`config.mk`:
```
export PLATFORM = sky130hd
export DESIGN_NAME = pls_load_gen_flat
export DESIGN_NICKNAME = d
export VERILOG_FILES = /design/src/rtl/pls_load_gen_if.sv /design/src/rtl/pls_load_gen.sv /design/src/flat_wrapper.sv
export SDC_FILE = /design/constraint.sdc
export NUM_CORES = 1
export LEC_CHECK = 0
export CORE_MARGIN = 5
export CORE_UTILIZATION = 35
export CTS_CLUSTER_SIZE = 8
export DETAILED_ROUTE_END_ITERATION = 8
export PLACE_DENSITY_LB_ADDON = 0.12
export SLEW_MARGIN = 20
export SYNTH_ARGS = -nofsm -noshare
export SYNTH_HDL_FRONTEND = slang
export SYNTH_SLANG_ARGS = --single-unit
```
`constraint.sdc`:
```
create_clock -name clk -period 2.07 [get_ports clk]
set_input_delay 0.3105 -clock clk [delete_from_list [all_inputs] [get_ports clk]]
set_output_delay 0.3105 -clock clk [all_outputs]
set_load 0.02 [all_outputs]
```
`src/rtl/pls_load_gen_if.sv`:
```
// Handshake bundle between the time-set control (master) and the
// clear/pulse load generator (slave).
interface pls_load_gen_if #(
  parameter int WIDTH = 6
);
  logic             start;
  logic             abort;
  logic [WIDTH-1:0] target;
  logic             clr_o;
  logic             plso;
  logic             busy;
  logic             done;
  logic             clamp;

  modport master (
    output start, abort, target,
    input  clr_o, plso, busy, done, clamp
  );

  modport slave (
    input  start, abort, target,
    output clr_o, plso, busy, done, clamp
  );
endinterface

```
`src/rtl/pls_load_gen.sv`:
```
// Presets a downstream mod-60 pulse counter to N: one stretched clear pulse
// followed by exactly N stretched count pulses, each trailed by a low gap.
module pls_load_gen #(
  parameter int WIDTH    = 6,
  parameter int MAX_VAL  = 59,
  parameter int CLR_W    = 4,
  parameter int PLS_HIGH = 4,
  parameter int PLS_LOW  = 4
) (
  input  logic            clk,
  input  logic            rst,
  pls_load_gen_if.slave   bus
);

  typedef enum logic [2:0] {
    IDLE    = 3'd0,
    CLR_HI  = 3'd1,
    CLR_GAP = 3'd2,
    PLS_HI  = 3'd3,
    PLS_LO  = 3'd4,
    FIN     = 3'd5
  } state_t;

  localparam logic [7:0]       CLR_LD  = 8'(CLR_W - 1);
  localparam logic [7:0]       HIGH_LD = 8'(PLS_HIGH - 1);
  localparam logic [7:0]       LOW_LD  = 8'(PLS_LOW - 1);
  localparam logic [WIDTH-1:0] MAX_V   = WIDTH'(MAX_VAL);
  localparam logic [WIDTH-1:0] ONE_V   = WIDTH'(1);

  state_t           state_q, state_d;
  logic [7:0]       tmr_q, tmr_d;
  logic [WIDTH-1:0] n_q, n_d;
  logic [WIDTH-1:0] sent_q, sent_d;
  logic             clamp_flag_q, clamp_flag_d;
  logic             clr_q, clr_d;
  logic             plso_q, plso_d;
  logic             busy_q, busy_d;
  logic             done_q, done_d;
  logic             clamp_q, clamp_d;

  // Next-state and next-output computation for the load sequencer.
  always_comb begin
    state_d      = state_q;
    tmr_d        = tmr_q;
    n_d          = n_q;
    sent_d       = sent_q;
    clamp_flag_d = clamp_flag_q;
    clr_d        = clr_q;
    plso_d       = plso_q;
    busy_d       = busy_q;
    done_d       = 1'b0;
    clamp_d      = 1'b0;

    // Abort outranks any timer expiry; it only matters once a sequence runs.
    if ((state_q != IDLE) && bus.abort) begin
      state_d = IDLE;
      tmr_d   = 8'd0;
      clr_d   = 1'b0;
      plso_d  = 1'b0;
      busy_d  = 1'b0;
    end else begin
      case (state_q)
        IDLE: begin
          if (bus.start && !bus.abort) begin
            state_d = CLR_HI;
            tmr_d   = CLR_LD;
            sent_d  = '0;
            clr_d   = 1'b1;
            busy_d  = 1'b1;
            if (bus.target > MAX_V) begin
              n_d          = MAX_V;
              clamp_flag_d = 1'b1;
            end else begin
              n_d          = bus.target;
              clamp_flag_d = 1'b0;
            end
          end else begin
            state_d = IDLE;
          end
        end
        CLR_HI: begin
          if (tmr_q == 8'd0) begin
            state_d = CLR_GAP;
            tmr_d   = LOW_LD;
            clr_d   = 1'b0;
          end else begin
            tmr_d = tmr_q - 8'd1;
          end
        end
        CLR_GAP: begin
          if (tmr_q == 8'd0) begin
            if (n_q != '0) begin
              state_d = PLS_HI;
              tmr_d   = HIGH_LD;
              plso_d  = 1'b1;
            end else begin
              state_d = FIN;
              done_d  = 1'b1;
              clamp_d = clamp_flag_q;
              busy_d  = 1'b0;
            end
          end else begin
            tmr_d = tmr_q - 8'd1;
          end
        end
        PLS_HI: begin
          if (tmr_q == 8'd0) begin
            state_d = PLS_LO;
            tmr_d   = LOW_LD;
            plso_d  = 1'b0;
            sent_d  = sent_q + ONE_V;
          end else begin
            tmr_d = tmr_q - 8'd1;
          end
        end
        PLS_LO: begin
          if (tmr_q == 8'd0) begin
            if (sent_q < n_q) begin
              state_d = PLS_HI;
              tmr_d   = HIGH_LD;
              plso_d  = 1'b1;
            end else begin
              state_d = FIN;
              done_d  = 1'b1;
              clamp_d = clamp_flag_q;
              busy_d  = 1'b0;
            end
          end else begin
            tmr_d = tmr_q - 8'd1;
          end
        end
        FIN: begin
          state_d = IDLE;
          tmr_d   = 8'd0;
        end
        default: begin
          state_d = IDLE;
          tmr_d   = 8'd0;
          clr_d   = 1'b0;
          plso_d  = 1'b0;
          busy_d  = 1'b0;
        end
      endcase
    end
  end

  // Sequencer state and registered outputs, cleared asynchronously by rst.
  always_ff @(posedge clk or posedge rst) begin
    if (rst) begin
      state_q      <= IDLE;
      tmr_q        <= 8'd0;
      n_q          <= '0;
      sent_q       <= '0;
      clamp_flag_q <= 1'b0;
      clr_q        <= 1'b0;
      plso_q       <= 1'b0;
      busy_q       <= 1'b0;
      done_q       <= 1'b0;
      clamp_q      <= 1'b0;
    end else begin
      state_q      <= state_d;
      tmr_q        <= tmr_d;
      n_q          <= n_d;
      sent_q       <= sent_d;
      clamp_flag_q <= clamp_flag_d;
      clr_q        <= clr_d;
      plso_q       <= plso_d;
      busy_q       <= busy_d;
      done_q       <= done_d;
      clamp_q      <= clamp_d;
    end
  end

  assign bus.clr_o = clr_q;
  assign bus.plso  = plso_q;
  assign bus.busy  = busy_q;
  assign bus.done  = done_q;
  assign bus.clamp = clamp_q;

endmodule

```
`src/flat_wrapper.sv`:
```
// flat-port wrapper written by rule: the top's interface ports become plain ports
module pls_load_gen_flat 
#(
  parameter int WIDTH    = 6,
  parameter int MAX_VAL  = 59,
  parameter int CLR_W    = 4,
  parameter int PLS_HIGH = 4,
  parameter int PLS_LOW  = 4
)
  (clk, rst, bus_start, bus_abort, bus_target, bus_clr_o, bus_plso, bus_busy, bus_done, bus_clamp);
  pls_load_gen_if #(.WIDTH(WIDTH)) bus_i ();
  input  logic clk;
  input  logic rst;
  input wire logic [$bits(bus_i.start)-1:0] bus_start;
  input wire logic [$bits(bus_i.abort)-1:0] bus_abort;
  input wire logic [$bits(bus_i.target)-1:0] bus_target;
  output wire logic [$bits(bus_i.clr_o)-1:0] bus_clr_o;
  output wire logic [$bits(bus_i.plso)-1:0] bus_plso;
  output wire logic [$bits(bus_i.busy)-1:0] bus_busy;
  output wire logic [$bits(bus_i.done)-1:0] bus_done;
  output wire logic [$bits(bus_i.clamp)-1:0] bus_clamp;
  assign bus_i.start = bus_start;
  assign bus_i.abort = bus_abort;
  assign bus_i.target = bus_target;
  assign bus_clr_o = bus_i.clr_o;
  assign bus_plso = bus_i.plso;
  assign bus_busy = bus_i.busy;
  assign bus_done = bus_i.done;
  assign bus_clamp = bus_i.clamp;
  pls_load_gen #(.WIDTH(WIDTH), .MAX_VAL(MAX_VAL), .CLR_W(CLR_W), .PLS_HIGH(PLS_HIGH), .PLS_LOW(PLS_LOW)) u_core (.clk(clk), .rst(rst), .bus(bus_i));
endmodule
```
# Word level (Yosys, flattened, before mapping)
# Index checks and enable logic that the tools add are counted.
[word_totals]
reg_bits = 29
in_bits = 10
out_inout_bits = 5
elab_cells = 105
[op_classes]
add_sub_neg = 2
magnitude_cmp = 2
eq_ne = 21
muxes = 50
n_bitwise = 1
n_reduce_logical = 19
[ops]
columns = ["op", "count"]
rows = [
  ["$mux W8", 7],
  ["$pmux W8 S4", 1],
  ["$mux W1", 25],
  ["$mux W3", 7],
  ["$ne A3 B1 Y1 const B", 7],
  ["$mux W6", 3],
  ["$pmux W3 S5", 1],
  ["$pmux W6 S2", 1],
  ["$reduce_and A6 Y1", 2],
  ["$ne A2 B1 Y1 const B", 5],
  ["$reduce_and A3 Y1", 3],
  ["$logic_not A8 Y1", 1],
  ["$ne A4 B3 Y1 const B", 2],
  ["$pmux W1 S4", 2],
  ["$reduce_and A4 Y1", 2],
  ["$sub A8 B1 Y8 const B", 1],
  ["$add A6 B1 Y6 const B", 1],
  ["$eq A3 B2 Y1 const B", 2],
  ["$eq A3 B3 Y1 const B", 2],
  ["$gt A6 B6 Y1 const B", 1],
  ["$lt A6 B6 Y1", 1],
  ["$ne A3 B2 Y1 const B", 2],
  ["$reduce_bool A6 Y1", 1],
  ["$reduce_or A3 Y1", 2],
  ["11 further kinds", 13],
]

# Depth between registers and ports, before layout
[depth]
depth_word = 5
depth_mapped = 8
depth_no_buf = 7

# Least setup slack after synthesis
# Ideal clock, no wire load.
[synth_path]
path_kind = "register to register"
from = "reg u_core.tmr_q[0]"
to = "reg u_core.sent_q[5]"
setup_time_ps = 130
arrival_ps = 1686
t_required_ps = 1940
setup_slack_ps = 253
path_stages_with_launch = 8
n_path_buf = 0
synth_period_minus_slack_ps = 1817
path_cell_list = "dfrtp_1 -> inv_1 -> ha_1 -> nor3b_2 -> a32oi_2 -> nor4b_2 -> xnor2_1 -> nor2_1"
[synth_between]
elab_chain_len = 3
[synth_lines]
columns = ["element", "line", "rtl"]
rows = [
  ["start, declared", "pls_load_gen.sv:31", "logic [7:0] tmr_q, tmr_d;"],
  ["start signal, assigned", "pls_load_gen.sv:162", "tmr_q <= tmr_d;"],
  ["$logic_not A8 Y1", "pls_load_gen.sv:107", "if (tmr_q == 8'd0) begin"],
  ["$ne A2 B1 Y1 (no line)", "--", ""],
  ["$reduce_and A4 Y1 (no line)", "--", ""],
  ["end signal, assigned", "pls_load_gen.sv:164", "sent_q <= sent_d;"],
  ["end, declared", "pls_load_gen.sv:33", "logic [WIDTH-1:0] sent_q, sent_d;"],
]
# No other way between the ends.
# A chain may end at the register's enable or synchronous reset.

# Worst setup path after layout
# Ends and elaborated chain as after synthesis.

==> metrics.cfg <==
[clocking]
post_cts_buffers=0
cts_buffers=5
worstSkewPairLatency_ps=280
cts_buffer_depth=2
cts_tree=yes
cts_max_level=2
root_buffer=clkbuf_8
cts.sinks=29
cts.reportedPaths.clkPinSlew_ps=70

[floorplan]
die_x_um=82.9
coreArea_mm2=0.00514
die_h_um=82.9
pin_count=15
rows=26
initial_core_util_pct=36.1
dieArea_mm2=0.00687

[pwr]
p_int_mw=1.44
ir_drop_mv=0.433
power_density_mw_per_mm2=1070
power_frac_comb_pct=45.4
clkPwrFrac_pct=19.1
leakage_nw=0.966
p_switching_mw=0.969
swShare_pct=40.2
share_seq_of_total_power_pct=35.4

[setup_path]
worst_setup_path_start_kind=flop
worstSetupPathType=flop to flop
worst_setup_path_end_kind=flop
cp.required_ps=2230
cp_max_fo=5
critPathArrivalTime_ps=1990
r2r_setup_slack_ps=240

[global_routing]
antenna_found_initial=0
use_met2_pct=22.7
grt_pass1_wl_um=8200
overflow=0
grt_usage_pct=14.5
grt_pass1_vias=1697
grt_max_degree=30
use_met3_pct=3.96
grt_busiest_layer=met2
use_met1_pct=19.0

[synth]
synth-edff-count=0
synth-adder-area-share_pct=5.39
synth_seq_cells=29
syn_area_mm2=0.00186
yosysSeqAreaShare_pct=39.1
synthCells=210
yosys_warnings=0
synth-simple-area-share_pct=23.3
syn-num-nets=228
synth_area_leaders=dfrtp_1, ha_1, a21oi_1
synth_cell_types=56
synth_xor_area_share_pct=2.36
async_flop_share_pct=100
muxShareOfSynthArea_pct=0.539
syn_avg_cell_area_um2=8.85
synth_compound_area_share_pct=23.9
ys.flop_type=dfrtp_1
synth_top_family_by_area=compound AO/OA/AOI/OAI gates
yosysTopAreaCell=dfrtp_1
yosysTopAreaCellShare_pct=39.1

[timing]
timing.fmax_ghz=0.546
slew_violations=0
setup_viol_count_final=0
tns_ps=0
finalHoldViolCount=0
fin_crit_ps=1830
fin_ws_ps=239
slew_headroom_pct=73.9
skew_ps=8.08
post-route-period-util_pct=88.4
worst_pin_slew_ps=382
rsz0062_at_grt=no

[outcome]
status=completed

[route]
vias=1652
antenna_left=0
wl_um=4630
drc_errors=0
drt_iter0_markers=106
drt-vias-per-instance=5.35
wl_per_cell_um=15.0
first_pass_iters=4

[final_layout]
syn_to_final_growth_pct=21.5
layout_commonest_cell=dfrtp_1
drive_above_1_share_pct=13.4
antenna_cells=0
utilization_pct=43.9
post-route-cell-area_mm2=0.00226
nets=256
layout_common_cells=dfrtp_1, a21oi_1, nor2_1, nand2_1, buf_4
n_fill_cell=566

[job]
drv_cap=0

[min_path]
hold_class=primary input to asynchronous set/reset pin

[placement]
port_buffers=14
post-dp-hpwl_um=3450
pre_cts_ws_ps=157
gp_congestion=0.869
post_dp_cell_area_mm2=0.00217

-- power by group through the flow --
stage / Sequential (mW) / Clock [mW] / Combinational (mW)
finish: 0.854 / 0.460 / 1.09
global route: 0.874 / 0.508 / 1.25
CTS: 0.849 / 0.474 / 1.10
detailed placement: 0.859 / 0 / 1.09
global placement: 0.861 / 0 / 1.10
floorplan: 0.856 / 0 / 0.703
-- logic make-up after synthesis --
| kind of cell | Yosys count |
|---|---|
| compound gates | 68 |
| buf+inv | 23 |
| xor+xnor | 5 |
| fa+ha+maj | 8 |
| simple gates | 76 |
| mux | 1 |
| flops | 29 |
-- state kept, by name, indices dropped and copies added, names as in the netlist --
signal / flops
u_core.tmr_q: 8
u_core.sent_q: 6
u_core.clamp_flag_q: 1
u_core.n_q: 6
u_core.bus.busy: 1
u_core.state_q: 3
u_core.bus.clr_o: 1
u_core.bus.done: 1
u_core.bus.clamp: 1
u_core.bus.plso: 1
-- layer usage --
metal  wire (µm)  vias up  part of all wire, %
li1            -      830                    -
met1        2220      785                   48
met2        2120       27                   46
met3         188       10                  4.1
met4         100        0                  2.2
met5           0        -                    0
-- path summary, 6_finish.rpt --
path | start | end | depth (start not counted)
min in group clk | u_core.bus.clr_o$_DFFE_PP0P_ | u_core.bus.clr_o$_DFFE_PP0P_ | 1
setup reg to reg | u_core.tmr_q[0]$_DFFE_PP0P_ | u_core.sent_q[5]$_DFFE_PP0P_ | 7
hold / removal | rst | u_core.n_q[1]$_DFFE_PP0P_ | 3
hold reg to reg | u_core.bus.clr_o$_DFFE_PP0P_ | u_core.bus.clr_o$_DFFE_PP0P_ | 1
setup / recovery | u_core.tmr_q[0]$_DFFE_PP0P_ | u_core.sent_q[5]$_DFFE_PP0P_ | 7
max in group asynchronous | rst | u_core.bus.clr_o$_DFFE_PP0P_ | 3
-- through the flow --
stage	hold slack [ps]	instances	total power, mW
after floorplan	389	210	1.56
after global placement	470	301	1.96
after detailed placement	468	301	1.95
after CTS	419	309	2.42
after global routing	467	309	2.63
final	405	309	2.41
-- layout make-up --
cell class / instances / area, µm² / share of cell area [%]
Tap cell: 70 / 87.6 / 3.88
Clock buffer: 6 / 72.6 / 3.21
Clock inverter: 2 / 10.0 / 0.443
Timing Repair Buffer: 30 / 273 / 12.1
Multi-Input combinational cell: 158 / 1040 / 45.9
Inverter: 14 / 52.6 / 2.33
Sequential cell: 29 / 726 / 32.1
-- cell usage after synthesis, types with 8 or more instances --
cell type / n
dfrtp_1: 29
a21oi_1: 19
nor2_1: 17
nand2_1: 16
inv_1: 14
o21ai_0: 14
ha_1: 8
nor3_1: 8
-- worst max-delay path, cell delays in order (launching register included) --
cell and delay [ps]:
dfrtp_1 370, inv_1 100, ha_1 170, nor3b_4 280, a32oi_2 230, nor4b_2 340, xnor2_1 160, nor2_1 50
-- what timing repair did --
item	in CTS	in global routing
hold buffers	0	0
setup endpoints to repair	0	4
endpoints found under the hold margin	0	0
gates resized for setup	0	2
Power figures use the tool's default switching activity.
